[src/rtl/cpu_pkg.sv]
// Shared types and constants for the accumulator CPU control unit.
// Holds the state encoding, opcodes, control-word bit map, ALU op codes and the per-state control word.
package cpu_pkg;

    localparam int OP_W        = 8;
    localparam int CTRL_WORD_W = 32;

    typedef enum logic [3:0] {
        RESET_S = 4'd0,
        FETCH0  = 4'd1,
        FETCH1  = 4'd2,
        FETCH2  = 4'd3,
        DECODE  = 4'd4,
        EXEC0   = 4'd5,
        EXEC1   = 4'd6,
        EXEC2   = 4'd7,
        EXEC3   = 4'd8,
        HALT_S  = 4'd9
    } state_t;

    localparam logic [OP_W-1:0] OP_NOP    = 8'h00;
    localparam logic [OP_W-1:0] OP_STORE  = 8'h01;
    localparam logic [OP_W-1:0] OP_LOAD   = 8'h02;
    localparam logic [OP_W-1:0] OP_ADD    = 8'h03;
    localparam logic [OP_W-1:0] OP_SUB    = 8'h04;
    localparam logic [OP_W-1:0] OP_JMPGEZ = 8'h05;
    localparam logic [OP_W-1:0] OP_JMP    = 8'h06;
    localparam logic [OP_W-1:0] OP_HALT   = 8'h07;
    localparam logic [OP_W-1:0] OP_AND    = 8'h09;
    localparam logic [OP_W-1:0] OP_OR     = 8'h0A;
    localparam logic [OP_W-1:0] OP_NOT    = 8'h0B;
    localparam logic [OP_W-1:0] OP_SHR    = 8'h0C;
    localparam logic [OP_W-1:0] OP_SHL    = 8'h0D;
    localparam logic [OP_W-1:0] OP_CLR    = 8'h0E;

    localparam int CTRL_PC_INC       = 0;
    localparam int CTRL_PC_LOAD      = 1;
    localparam int CTRL_MAR_FROM_PC  = 2;
    localparam int CTRL_MAR_FROM_MBR = 3;
    localparam int CTRL_MEM_RD       = 4;
    localparam int CTRL_MEM_WR       = 5;
    localparam int CTRL_MBR_FROM_MEM = 6;
    localparam int CTRL_MBR_FROM_ACC = 7;
    localparam int CTRL_IR_LOAD      = 8;
    localparam int CTRL_BR_FROM_MBR  = 9;
    localparam int CTRL_ACC_LOAD     = 10;
    localparam int CTRL_ALU_OP_LSB   = 11;
    localparam int CTRL_HALT         = 15;
    localparam int CTRL_ACC_CLR      = 21;

    typedef enum logic [2:0] {
        ALU_PASS = 3'd0,
        ALU_ADD  = 3'd1,
        ALU_SUB  = 3'd2,
        ALU_AND  = 3'd3,
        ALU_OR   = 3'd4,
        ALU_NOT  = 3'd5,
        ALU_SHR  = 3'd6,
        ALU_SHL  = 3'd7
    } alu_op_t;

    // Opcodes that fetch an operand from memory before the ALU step.
    function automatic logic is_mem_alu_op(input logic [OP_W-1:0] op);
        return op inside {OP_LOAD, OP_ADD, OP_SUB, OP_AND, OP_OR};
    endfunction

    function automatic alu_op_t alu_op_of(input logic [OP_W-1:0] op);
        case (op)
            OP_ADD:  return ALU_ADD;
            OP_SUB:  return ALU_SUB;
            OP_AND:  return ALU_AND;
            OP_OR:   return ALU_OR;
            OP_NOT:  return ALU_NOT;
            OP_SHR:  return ALU_SHR;
            OP_SHL:  return ALU_SHL;
            default: return ALU_PASS;
        endcase
    endfunction

    // Control word asserted while sitting in state s with opcode op in IR.
    function automatic logic [CTRL_WORD_W-1:0] ctrl_of(input state_t s, input logic [OP_W-1:0] op);
        logic [CTRL_WORD_W-1:0] c;
        c = '0;
        case (s)
            RESET_S: c[CTRL_ACC_CLR] = 1'b1;
            FETCH0:  c[CTRL_MAR_FROM_PC] = 1'b1;
            FETCH1: begin
                c[CTRL_MEM_RD]       = 1'b1;
                c[CTRL_MBR_FROM_MEM] = 1'b1;
            end
            FETCH2: begin
                c[CTRL_IR_LOAD] = 1'b1;
                c[CTRL_PC_INC]  = 1'b1;
            end
            EXEC0: begin
                if (op == OP_JMP || op == OP_JMPGEZ) c[CTRL_PC_LOAD] = 1'b1;
                else if (op == OP_CLR)               c[CTRL_ACC_CLR] = 1'b1;
                else                                 c[CTRL_MAR_FROM_MBR] = 1'b1;
            end
            EXEC1: begin
                if (op == OP_STORE) begin
                    c[CTRL_MBR_FROM_ACC] = 1'b1;
                end else begin
                    c[CTRL_MEM_RD]       = 1'b1;
                    c[CTRL_MBR_FROM_MEM] = 1'b1;
                end
            end
            EXEC2: begin
                if (op == OP_STORE) c[CTRL_MEM_WR] = 1'b1;
                else                c[CTRL_BR_FROM_MBR] = 1'b1;
            end
            EXEC3: begin
                c[CTRL_ACC_LOAD]               = 1'b1;
                c[CTRL_ALU_OP_LSB +: 3]        = alu_op_of(op);
            end
            HALT_S:  c[CTRL_HALT] = 1'b1;
            default: ;
        endcase
        return c;
    endfunction

endpackage

[src/rtl/cu_decode.sv]
// Combinational next-state and next-control-word logic for the control unit.
// With CU_MEM_WAIT_EN defined, memory states hold until mem_ready; otherwise they last one cycle.
module cu_decode
    import cpu_pkg::*;
(
    input  state_t                 state,
    input  logic [OP_W-1:0]        opcode,
    input  logic                   acc_neg,
    input  logic                   mem_ready,
    output state_t                 next_state,
    output logic [CTRL_WORD_W-1:0] ctrl_next,
    output logic                   illegal_next
);

    logic mem_done;

`ifdef CU_MEM_WAIT_EN
    assign mem_done = mem_ready;
`else
    logic unused_mem_ready;
    assign unused_mem_ready = mem_ready;
    assign mem_done         = 1'b1;
`endif

    always_comb begin
        // NOTE: every output gets a default before the case so no path can infer a latch.
        next_state   = state;
        illegal_next = 1'b0;
        case (state)
            RESET_S: next_state = FETCH0;
            FETCH0:  next_state = FETCH1;
            FETCH1:  if (mem_done) next_state = FETCH2;
            FETCH2:  next_state = DECODE;
            DECODE: begin
                case (opcode)
                    OP_STORE, OP_LOAD, OP_ADD, OP_SUB, OP_AND, OP_OR,
                    OP_JMP, OP_CLR:           next_state = EXEC0;
                    OP_NOT, OP_SHR, OP_SHL:   next_state = EXEC3;
                    OP_JMPGEZ:                next_state = acc_neg ? FETCH0 : EXEC0;
                    OP_NOP:                   next_state = FETCH0;
                    OP_HALT:                  next_state = HALT_S;
                    default: begin
                        next_state   = FETCH0;
                        illegal_next = 1'b1;
                    end
                endcase
            end
            EXEC0:   next_state = is_mem_alu_op(opcode) || opcode == OP_STORE ? EXEC1 : FETCH0;
            EXEC1: begin
                if (opcode == OP_STORE) next_state = EXEC2;
                else if (mem_done)      next_state = EXEC2;
            end
            EXEC2: begin
                if (opcode != OP_STORE) next_state = EXEC3;
                else if (mem_done)      next_state = FETCH0;
            end
            EXEC3:   next_state = FETCH0;
            HALT_S:  next_state = HALT_S;
            default: next_state = RESET_S;
        endcase
    end

    // Registered output reflects the state being entered, so look it up by next_state.
    assign ctrl_next = ctrl_of(next_state, opcode);

endmodule

[src/rtl/cpu_control_unit.sv]
// Fetch/decode/execute sequencer producing the 32-bit datapath control word.
// Optional macro CU_MEM_WAIT_EN: memory states wait for mem_ready instead of lasting one cycle.
module cpu_control_unit #(
    parameter int OPCODE_W = 8,
    parameter int CTRL_W   = 32
) (
    input  logic                clk,
    input  logic                rst,
    input  logic [OPCODE_W-1:0] opcode,
    input  logic                acc_neg,
    input  logic                mem_ready,
    output logic [CTRL_W-1:0]   control_signal,
    output logic                halted,
    output logic                illegal_op,
    output logic [3:0]          state_dbg
);
    import cpu_pkg::*;

    state_t            state;
    state_t            next_state;
    logic [CTRL_W-1:0] ctrl_next;
    logic              illegal_next;

    cu_decode u_decode (
        .state        (state),
        .opcode       (opcode),
        .acc_neg      (acc_neg),
        .mem_ready    (mem_ready),
        .next_state   (next_state),
        .ctrl_next    (ctrl_next),
        .illegal_next (illegal_next)
    );

    // NOTE: reset is synchronous, so it is tested inside the clocked block and takes effect on the next edge.
    always_ff @(posedge clk) begin
        if (rst) begin
            state          <= RESET_S;
            control_signal <= ctrl_of(RESET_S, '0);
            illegal_op     <= 1'b0;
        end else begin
            state          <= next_state;
            control_signal <= ctrl_next;
            illegal_op     <= illegal_next;
        end
    end

    assign halted    = (state == HALT_S);
    assign state_dbg = state;

endmodule
[config.mk]
export PLATFORM = sky130hd
export DESIGN_NAME = cpu_control_unit
export DESIGN_NICKNAME = d
export VERILOG_FILES = /design/src/rtl/cpu_pkg.sv /design/src/rtl/cu_decode.sv /design/src/rtl/cpu_control_unit.sv
export SDC_FILE = /design/constraint.sdc
export NUM_CORES = 1
export LEC_CHECK = 0
export CAP_MARGIN = 40
export CORE_MARGIN = 3
export CORE_UTILIZATION = 37
export DETAILED_ROUTE_END_ITERATION = 7
export PLACE_DENSITY = 0.72
export SYNTH_ARGS = -nofsm -noshare
export SYNTH_HDL_FRONTEND = slang
export SYNTH_SLANG_ARGS = --single-unit
[constraint.sdc]
create_clock -name clk -period 2.68 [get_ports clk]
set_clock_uncertainty 0.1 [all_clocks]
set_input_delay 0.804 -clock clk [delete_from_list [all_inputs] [get_ports clk]]
set_output_delay 0.804 -clock clk [all_outputs]
set_load 0.02 [all_outputs]
After elaboration in Yosys (flattened, before gate mapping)

Index checks and enable logic that the tools add are counted.

Register bits: 37
Logic and storage cells: 80

Reduce and logical (&&, ||, !) cells: 16
Bitwise logic cells: 5
Muxes and demuxes: 19
Eq/ne operators: 31

Operator list:

| operator                                               | number |
|---|---|
| == test 8 x 4 -> 1 bit (second input constant)         | 6 |
| one-hot mux 4 bit (9 select lines)                     | 1 |
| == test 8 x 3 -> 1 bit (second input constant)         | 4 |
| == test 4 x 3 -> 1 bit (second input constant)         | 7 |
| one-hot mux 3 bit (7 select lines)                     | 1 |
| == test 4 x 2 -> 1 bit (second input constant)         | 4 |
| == test 4 bit (second input constant)                  | 4 |
| == test 8 x 2 -> 1 bit (second input constant)         | 2 |
| one-hot mux 4 bit (4 select lines)                     | 1 |
| OR reduction 14 bit                                    | 1 |
| OR reduction 2 bit                                     | 6 |
| 2-to-1 mux 1 bit                                       | 11 |
| == test 4 x 1 -> 1 bit (second input constant)         | 2 |
| == test 8 x 1 -> 1 bit (second input constant)         | 1 |
| zero test 4 bit                                        | 2 |
| zero test 8 bit                                        | 1 |
| inequality test 8 x 1 -> 1 bit (second input constant) | 1 |
| OR reduction 8 bit                                     | 1 |
| 2-to-1 mux 3 bit                                       | 2 |
| OR reduction 3 bit                                     | 2 |
| NOT 1 bit                                              | 5 |
| nonzero test 5 bit                                     | 1 |
| 2-to-1 mux 4 bit                                       | 1 |
| one-hot mux 1 bit (2 select lines)                     | 2 |
| logical OR 1 bit                                       | 2 |

Logic depth before layout (Yosys ltp)

Gate-level depths: netlist of run 1.

Depth after elaboration: 8
Mapped depth: 7
Depth with buffers taken out: 5

Modules after synthesis

Synthesis of run 1 repeated with hierarchy kept, for this count alone.

Cell total of the unflattened synthesis: 183
Area, all modules: 1720.4 um2

By module, submodules not included:

| module           | area an instance (um2) | cells an instance | sequential area each (um2) | times used |
|---|---|---|---|---|
| cpu_control_unit | 1009.7                 | 78                | 740.7                      | 1 |
| cu_decode        | 710.7                  | 105               | 0.0                        | 1 |

Worst setup path after synthesis of run 1

No wires, ideal clock.

Path type: input to register
From: input port opcode[5]
To: register control_signal[12]
Cell stages on the path: 6
Data required time: 2.451 ns
Path slack: 0.071 ns
Arrival time: 2.380 ns
Cells stage by stage: or4_4 -> buf_6 -> or3_1 -> nor2b_1 -> o31ai_4 -> nor4b_1

Word-level cells in the longest chain between the ends: 8

RTL lines:

| what                                                                                       | RTL line               | RTL |
|---|---|---|
| from (decl)                                                                                | cpu_control_unit.sv:9  | `input logic [OPCODE_W-1:0] opcode,` |
| parallel branches: the longest is 8 deep, another holds one-hot mux 4 bit (9 select lines) | -                      |  |
| to (signal assigned)                                                                       | cpu_control_unit.sv:38 | `control_signal <= ctrl_of(RESET_S, '0);` |
| to (signal assigned)                                                                       | cpu_control_unit.sv:42 | `control_signal <= ctrl_next;` |
| to (decl)                                                                                  | cpu_control_unit.sv:12 | `output logic [CTRL_W-1:0] control_signal,` |

Several ways; the timed one is not identified.
A chain may end at the register's enable or synchronous reset.

Worst setup path in the final report of run 1

From: input port opcode[7]
To: register control_signal[13]

The elaborated chain is that of the path after synthesis.

==> qor.yml, run 1 <==
cells_and_area:
  design_area_mm2: 0.00170
  final_nets: 197
  ff_latch_area_um2: 380
  final_core_util_pct: 59.6
  fill_cells: 251
  multiInputGateArea_um2: 694
  final_layout_size_suffix_gt1_share_pct: 27.2
  diodes: 0
  syn_to_final_growth_pct: 49.5
power:
  ir_worst_vdd_uv: 138
  power.leakage_nw: 0.764
  seqPwrFrac_pct: 48.5
  clock_power_share_pct: 23.3
  p_per_area_mw_per_mm2: 356
  switching_share_pct: 30.2
  intPower_mw: 0.423
  p_sw_mw: 0.183
  pwr-share-comb_pct: 28.3
  power_mw: 0.606
routing:
  wire_per_inst_um: 13.9
  ant_nets: 0
  wl_mm: 2.99
  vias: 1119
  post-route-drc-count: 0
  drt_iter0_markers: 27
  dr.pass1.iters: 4
  routed_via_density: 5.20
worst_setup_path:
  arrival_ns: 2.72
  r2r-start: "state_dbg[2]$_SDFF_PP0_"
  r2r_cells: 5
  startpoint: "opcode[7]"
  reg2reg_to: "control_signal[1]$_SDFF_PP0_"
  r2r_setup_slack_ns: 0.50
  worstPathRequired_ns: 2.76
  crit_chain: "clkdlybuf4s50_1 > or4_4 > or3_4 > nor2b_4 > o31ai_4 > nor4_2"
  end_kind: "register"
  cpPeakStageDelay_ns: 0.51
  critical_path.max_fanout: 6
  crit_end: "control_signal[13]$_SDFF_PP0_"
  worst_setup_path_start_kind: "input port"
  slowest_stage: "or4_4"
  crit_type: "in -> reg"
synth:
  synth_ff_type: "dfxtp_1"
  yosysTopAreaCellShare_pct: 33.4
  synthTopCellsByCount: "buf_4, dfxtp_1, inv_1, nor2_1, nor3_1"
  ys_types: 46
  ys_ff_latch: 19
  async_reset_ff_share_pct: 0
  synth_edf_count: 0
  synthCells: 132
  synth_top_area_cell: "dfxtp_1"
  synthTopCellsByArea: "dfxtp_1, buf_4, nor3_1, nor4_1, inv_1"
  yosysWarnings: 0
  seq_area_frac_synth_pct: 33.4
  mappedNetlistArea_mm2: 0.00114
  syn_area_per_cell_um2: 8.62
status:
  status: "finished clean"
clock_network:
  clkTransAtPathRegs_ns: 0.10
  cts_made_buffers: 3
  cts_tree: "done"
  cts_max_level: 1
  clock_path_buffers: 2
  ctsHoldBuffers: 0
  cts.sinks: 19
  insertion_delay_ns: 0.30
  clock-root-buffer: "clkbuf_4"
die:
  rows: 19
  die-area_mm2: 0.00377
  die_y_um: 61.4
  io_pins: 50
  core_mm2: 0.00285
  initial_core_util_pct: 39.9
  die_x_um: 61.4
global_route:
  first_global_vias: 956
  grt_pass1_wl_mm: 4.24
  grt_util_all_layers_pct: 15.1
  grt-ovfl-total: 0
  antenna_found_initial: 0
  grt_max_degree: 11
sta:
  finalCritPeriodShare_pct: 98.3
  report.final.slew_viol_count: 0
  fmax_ghz: 0.379
  finalCriticalPeriod_ns: 2.64
  tns_ns: 0
  hold_viol: 0
  setup_slack_ns: 0.0447
  setup_viol: 0
place:
  place_area_mm2: 0.00157
  io_buffers: 32
  place.gp.congestion: 0.906
  post-dp-hpwl_mm: 2.14
  dp_slack_ns: -0.464
job:
  maxCapViolCount: 0
worst_hold_path:
  min_path_type: "reg -> reg"
## metrics by stage
step | cells | hold WS, ns
6_report | 215 | 0.531
5_1_grt | 215 | 0.574
4_1_cts | 214 | 0.536
3_5_place_dp | 210 | 0.493
3_3_place_gp | 210 | 0.481
2_1_floorplan | 147 | 0.574
## cells by family (layout without fill, tap and decap cells)
group	Yosys count	count (layout)	synth area share, %
AOI/OAI and AO/OA	21	21	15.5
xor gates and xnor gates	3	3	2.31
buffers and inverters	35	72	18.9
DFF	19	19	33.4
muxes	1	1	0.880
other	1	16	0.330
and+or+nand+nor	52	52	28.6
## timing repair
action / CTS / global route
setup endpoints to repair: 15 / 15
resized for setup: 11 / 12
setup buffers: 0 / 1
pin swaps: 6 / 5
## power groups by stage
stage | combinational, mW | clock [mW] | sequential [mW]
2_1_floorplan | 0.0969 | 0 | 0.312
3_3_place_gp | 0.156 | 0 | 0.300
3_5_place_dp | 0.159 | 0 | 0.300
4_1_cts | 0.165 | 0.145 | 0.294
5_1_grt | 0.184 | 0.156 | 0.294
6_report | 0.171 | 0.141 | 0.294
## worst min path at each step
stage / startpoint / to / cells past startpoint / slack, ns
2_1_floorplan: state_dbg[0]$_SDFF_PP0_ / illegal_op$_SDFF_PP0_ / 1 / 0.57
3_3_place_gp: state_dbg[0]$_SDFF_PP0_ / illegal_op$_SDFF_PP0_ / 2 / 0.48
3_5_place_dp: state_dbg[0]$_SDFF_PP0_ / illegal_op$_SDFF_PP0_ / 2 / 0.49
4_1_cts: state_dbg[0]$_SDFF_PP0_ / illegal_op$_SDFF_PP0_ / 2 / 0.54
5_1_grt: state_dbg[0]$_SDFF_PP0_ / illegal_op$_SDFF_PP0_ / 2 / 0.57
6_report: state_dbg[0]$_SDFF_PP0_ / illegal_op$_SDFF_PP0_ / 2 / 0.53
## cell usage in the layout, fill, tap and decap left out, types with 2 or more instances in the layout
cell type        count
buf_4               27
clkdlybuf4s50_1     26
and3b_1              2
nor4_2               3
nor2b_1              3
xor2_1               2
nor4_1               3
conb_1              16
dlygate4sd2_1        3
nand2_1              4
and3_1               2
dlymetal6s2s_1       3
nand2b_1             2
a21oi_1              3
o21ai_0              4
dfxtp_1             19
clkbuf_4             3
inv_1                9
or4_4                2
nor2_1               9
nor3_1               8
## per-layer routing
metal / vias to the layer above / wire (um) / part of all wire (%) / GRT usage (%)
met3: 7 / 187 / 6.3 / 2.10
met5: - / 0 / 0 / 0
met1: 526 / 1170 / 39 / 17.7
met2: 50 / 1550 / 52 / 27.2
li1: 536 / - / - / -
met4: 0 / 78 / 2.6 / 6.36
## critical path: cells and delay by family
family / cells / cell delay [ns]
AO/OA/AOI/OAI: 1 / 0.39
buffers and inverters: 1 / 0.43
AND/OR/NAND/NOR: 4 / 1.09
## state kept, by name, summed over array words and instances, names as in the netlist
| register | count |
|---|---|
| state_dbg | 4 |
| illegal_op | 1 |
| control_signal | 14 |
## layout make-up
| class | instances | share of cell area [%] |
|---|---|---|
| clock buffers | 4 | 1.55 |
| repair buffers | 59 | 31.0 |
| multi-input cells | 93 | 40.8 |
| flip-flops and latches | 19 | 22.4 |
| well taps | 31 | 2.28 |
| inverters | 9 | 1.99 |
No activity file was read; power rests on OpenSTA's default activity.
==> run 2, diff against run 1 <==
--- a/config.mk
+++ b/config.mk
@@ -7,9 +7,10 @@
 export LEC_CHECK = 0
 export CAP_MARGIN = 40
 export CORE_MARGIN = 3
-export CORE_UTILIZATION = 37
+export CORE_UTILIZATION = 50
 export DETAILED_ROUTE_END_ITERATION = 7
-export PLACE_DENSITY = 0.72
+export DONT_BUFFER_PORTS = 1
+export PLACE_DENSITY = 0.65
 export SYNTH_ARGS = -nofsm -noshare
 export SYNTH_HDL_FRONTEND = slang
 export SYNTH_SLANG_ARGS = --single-unit
==> qor.yml, run 2 (synthesis results as in run 1) <==
routing:
  vias: 895
  routed_via_density: 5.66
  dr.pass1.iters: 4
  wire_per_inst_um: 14.2
  post-route-drc-count: 0
  ant_nets: 0
  wl_mm: 2.25
  drt_iter0_markers: 9
sta:
  rsz0062_at_grt: "false"
  fmax_ghz: 0.424
  hold_viol: 0
  report.final.slew_viol_count: 0
  setup_viol: 0
  finalCritPeriodShare_pct: 88.0
  finalCriticalPeriod_ns: 2.36
  tns_ns: 0
die:
  io_pins: 50
  rows: 16
  die_y_um: 53.7
  die-area_mm2: 0.00288
  die_x_um: 53.7
  core_mm2: 0.00206
  initial_core_util_pct: 55.2
clock_network:
  postCtsResizedCells: 0
  cts_made_buffers: 3
  insertion_delay_ns: 0.30
  cts.sinks: 19
  cts_max_level: 1
  post_cts_buffers: 0
  cts_tree: "done"
  clock_path_buffers: 2
  ctsHoldBuffers: 0
  clkTransAtPathRegs_ns: 0.11
  clock-root-buffer: "clkbuf_4"
power:
  power.leakage_nw: 0.494
  ir_worst_vdd_uv: 401
  p_per_area_mw_per_mm2: 471
  power_mw: 0.527
global_route:
  grt_util_all_layers_pct: 16.8
  grt_max_degree: 16
  first_global_vias: 811
  grt-ovfl-total: 0
  antenna_found_initial: 0
  grt_pass1_wl_mm: 3.56
job:
  maxCapViolCount: 0
cells_and_area:
  largest_register_ffs: 14
  largest-register: "control_signal"
  layout_common_cells: "dfxtp_1, conb_1, inv_1, nor2_1, nor3_1"
  final_common_cell: "dfxtp_1"
  diodes: 0
  syn_to_final_growth_pct: -1.65
  final_nets: 144
  final_core_util_pct: 54.2
  final_layout_size_suffix_gt1_share_pct: 14.5
place:
  place.gp.congestion: 0.834
  io_buffers: 0
  post-dp-hpwl_mm: 1.76
worst_setup_path:
  arrival_ns: 2.43
  critical_path.max_fanout: 6
  end_kind: "register"
  crit_type: "in -> reg"
  cpPeakStageDelay_ns: 0.55
  worst_setup_path_start_kind: "input port"
  path_buf_inv: 0
  cp_top_family: "simple AND/OR/NAND/NOR gates"
  worstPathRequired_ns: 2.76
  slowest_stage: "or4_4"
  crit_chain: "or4_4 > or3_1 > nor2b_1 > o31ai_4 > nor4_1"
worst_hold_path:
  min_path_type: "in -> reg"
status:
  status: "finished clean"
[run 2: cell count changes in the layout (fill, tap and decap cells not counted), moves of 3 or more]
cell,before,now
clkdlybuf4s50_1,26,0
buf_4,27,6
dlygate4sd2_1,3,0
dlymetal6s2s_1,3,0
nor4_1,3,6
nor4_2,3,0
[run 2: area by class of cell]
| type | count | area, um2 |
|---|---|---|
| fill | 209 | 943 |
| sequential | 19 | 380 |
| timing repair buffer | 6 | 45.0 |
| clock buffer | 3 | 22.5 |
| multi-input combinational | 93 | 598 |
| tap | 27 | 33.8 |
| clock inverter | 1 | 5.00 |
| inverter | 9 | 33.8 |
[run 2: final timing paths]
path	startpoint	endpoint	slack (ns)	depth (start not counted)
worst max-delay path	opcode[5]	control_signal[11]$_SDFF_PP0_	0.32	5
worst min-delay path	rst	state_dbg[1]$_SDFF_PP0_	0.45	1
worst max register to register	state_dbg[2]$_SDFF_PP0_	control_signal[1]$_SDFF_PP0_	0.33	5
worst min register to register	state_dbg[0]$_SDFF_PP0_	illegal_op$_SDFF_PP0_	0.70	1
[run 2: worst register-to-register path, delay by kind of cell (launching register included)]
family	cells	cell delay [ns]
flops	1	0.61
compound gates	3	0.81
simple gates	2	0.78
[run 2: power by group]
group	switching, mW	internal, mW	total (mW)
combinational	0.0489	0.0241	0.0730
clock	0.0874	0.0556	0.143
sequential	0.0211	0.290	0.311
[run 2: per-stage QoR]
step                      setup WS (ns)  std cells  area [um2]  hold WS (ns)
after global routing              0.121        158        1120         0.445
after CTS                         0.326        158        1120         0.453
after floorplan                  0.0710        147        1190         0.574
after global placement           0.0474        154        1090         0.666
final                             0.323        158        1120         0.454
after detailed placement         0.0146        154        1090         0.655
[run 2: routing by layer]
layer	vias up	global-route usage (%)	share of wire, %
met5	-	0	0
met2	45	28.6	49
met3	4	7.48	9.3
li1	429	-	-
met1	417	19.0	40
met4	0	4.26	1.0
==> run 3, diff against run 2 <==
--- a/config.mk
+++ b/config.mk
@@ -10,7 +10,7 @@
 export CORE_UTILIZATION = 50
 export DETAILED_ROUTE_END_ITERATION = 7
 export DONT_BUFFER_PORTS = 1
-export PLACE_DENSITY = 0.65
+export PLACE_DENSITY = 0.62
 export SYNTH_ARGS = -nofsm -noshare
 export SYNTH_HDL_FRONTEND = slang
 export SYNTH_SLANG_ARGS = --single-unit
==> constraint.sdc (replaced) <==
create_clock -name clk -period 2.9 [get_ports clk]
set_clock_uncertainty 0.1 [all_clocks]
set_input_delay 0.87 -clock clk [delete_from_list [all_inputs] [get_ports clk]]
set_output_delay 0.87 -clock clk [all_outputs]
set_load 0.02 [all_outputs]
==> qor.yml, run 3 (synthesis results as in run 1) <==
status:
  status: "finished clean"
routing:
  post-route-drc-count: 0
  wire_per_inst_um: 13.9
  drt_iter0_markers: 20
  dr.pass1.iters: 4
  wl_mm: 2.17
  routed_via_density: 5.65
  vias: 882
  ant_nets: 0
cells_and_area:
  largest-register: "control_signal"
  largest_register_ffs: 14
  layout_common_cells: "dfxtp_1, conb_1, inv_1, nor2_1, nor3_1"
  final_common_cell: "dfxtp_1"
  final_layout_size_suffix_gt1_share_pct: 13.2
  final_core_util_pct: 53.5
  diodes: 0
  multiInputGateArea_um2: 598
  syn_to_final_growth_pct: -2.97
  final_nets: 142
  fill_cells: 209
  ff_latch_area_um2: 380
sta:
  report.final.slew_viol_count: 0
  slew_headroom_pct: 66.3
  finalCritPeriodShare_pct: 84.4
  fmax_ghz: 0.409
  rsz0062_at_grt: "false"
  setup_slack_ns: 0.453
  tns_ns: 0
  finalCriticalPeriod_ns: 2.45
  hold_viol: 0
  setup_viol: 0
  worstMarginPinSlew_ns: 0.503
die:
  die-area_mm2: 0.00288
  initial_core_util_pct: 55.2
  io_pins: 50
  rows: 16
  die_x_um: 53.7
  core_mm2: 0.00206
  die_y_um: 53.7
job:
  maxCapViolCount: 0
clock_network:
  cts_made_buffers: 3
  cts_tree: "done"
  ctsHoldBuffers: 0
  clock_path_buffers: 2
  post_cts_buffers: 0
  postCtsResizedCells: 0
  clkTransAtPathRegs_ns: 0.11
  clock-root-buffer: "clkbuf_4"
  cts.sinks: 19
  insertion_delay_ns: 0.30
  cts_max_level: 1
worst_hold_path:
  hold_end: "state_dbg[1]$_SDFF_PP0_"
  hold_start: "rst"
  min_path_type: "in -> reg"
  holdPathStages: 1
power:
  power.leakage_nw: 0.484
  ir_worst_vdd_uv: 345
  p_per_area_mw_per_mm2: 441
worst_setup_path:
  reg2reg_to: "control_signal[1]$_SDFF_PP0_"
  r2r-start: "state_dbg[2]$_SDFF_PP0_"
  arrival_ns: 2.52
  cpPeakStageDelay_ns: 0.51
  slowest_stage: "or4b_1"
  end_kind: "register"
  r2r_setup_slack_ns: 0.59
  crit_chain: "or4b_1 > o31ai_1 > a211oi_1 > or2_1 > a2111oi_1"
  r2r_cells: 5
  worstPathRequired_ns: 2.97
  cp_top_family: "simple AND/OR/NAND/NOR gates"
  crit_type: "in -> reg"
  path_buf_inv: 0
  critical_path.max_fanout: 13
  worst_setup_path_start_kind: "input port"
global_route:
  grt_util_all_layers_pct: 17.3
  grt-ovfl-total: 0
  grt_max_degree: 16
  first_global_vias: 821
  antenna_found_initial: 0
  grt_pass1_wl_mm: 3.68
place:
  io_buffers: 0
  place.gp.congestion: 0.852
  dp_slack_ns: 0.167
  post-dp-hpwl_mm: 1.66
-- run 3: cell count changes in the layout (fill, tap and decap cells not counted) --
cell	change
buf_4	-2
-- run 3: area by class of cell --
cell class | instances | area share (%)
multi-input combinational | 93 | 54.2
sequential | 19 | 34.5
timing repair buffer | 4 | 2.72
tap | 27 | 3.06
clock inverter | 1 | 0.454
inverter | 9 | 3.06
clock buffer | 3 | 2.04
-- run 3: how the worst max path moves through the flow --
stage,start,end,cells after the start
4_1_cts,state_dbg[0]$_SDFF_PP0_,halted,3
3_5_place_dp,opcode[0],control_signal[6]$_SDFF_PP0_,5
6_report,opcode[0],control_signal[6]$_SDFF_PP0_,5
5_1_grt,state_dbg[0]$_SDFF_PP0_,halted,3
2_1_floorplan,opcode[5],control_signal[12]$_SDFF_PP0_,6
3_3_place_gp,opcode[5],control_signal[12]$_SDFF_PP0_,5
-- run 3: metrics by stage --
step,area (um2),hold WS (ns),std cells,power [mW]
detailed placement,1080,0.674,152,0.360
finish,1100,0.524,156,0.486
floorplan,1190,0.574,147,0.378
global placement,1080,0.678,152,0.359
CTS,1100,0.513,156,0.492
global route,1100,0.511,156,0.517
-- run 3: routing by layer --
metal | wire [um] | part of all wire (%) | vias to the layer above | track usage (%)
met3 | 174 | 8.0 | 4 | 6.65
met2 | 1010 | 47 | 34 | 27.6
met5 | 0 | 0 | - | 0
li1 | - | - | 426 | -
met4 | 19 | 0.87 | 0 | 4.68
met1 | 965 | 44 | 418 | 21.5
-- run 3: power breakdown --
group | switching (mW) | internal (mW) | leakage (nW)
logic | 0.0454 | 0.0220 | 0.312
clock network | 0.0803 | 0.0513 | 0.0177
registers | 0.0193 | 0.268 | 0.154
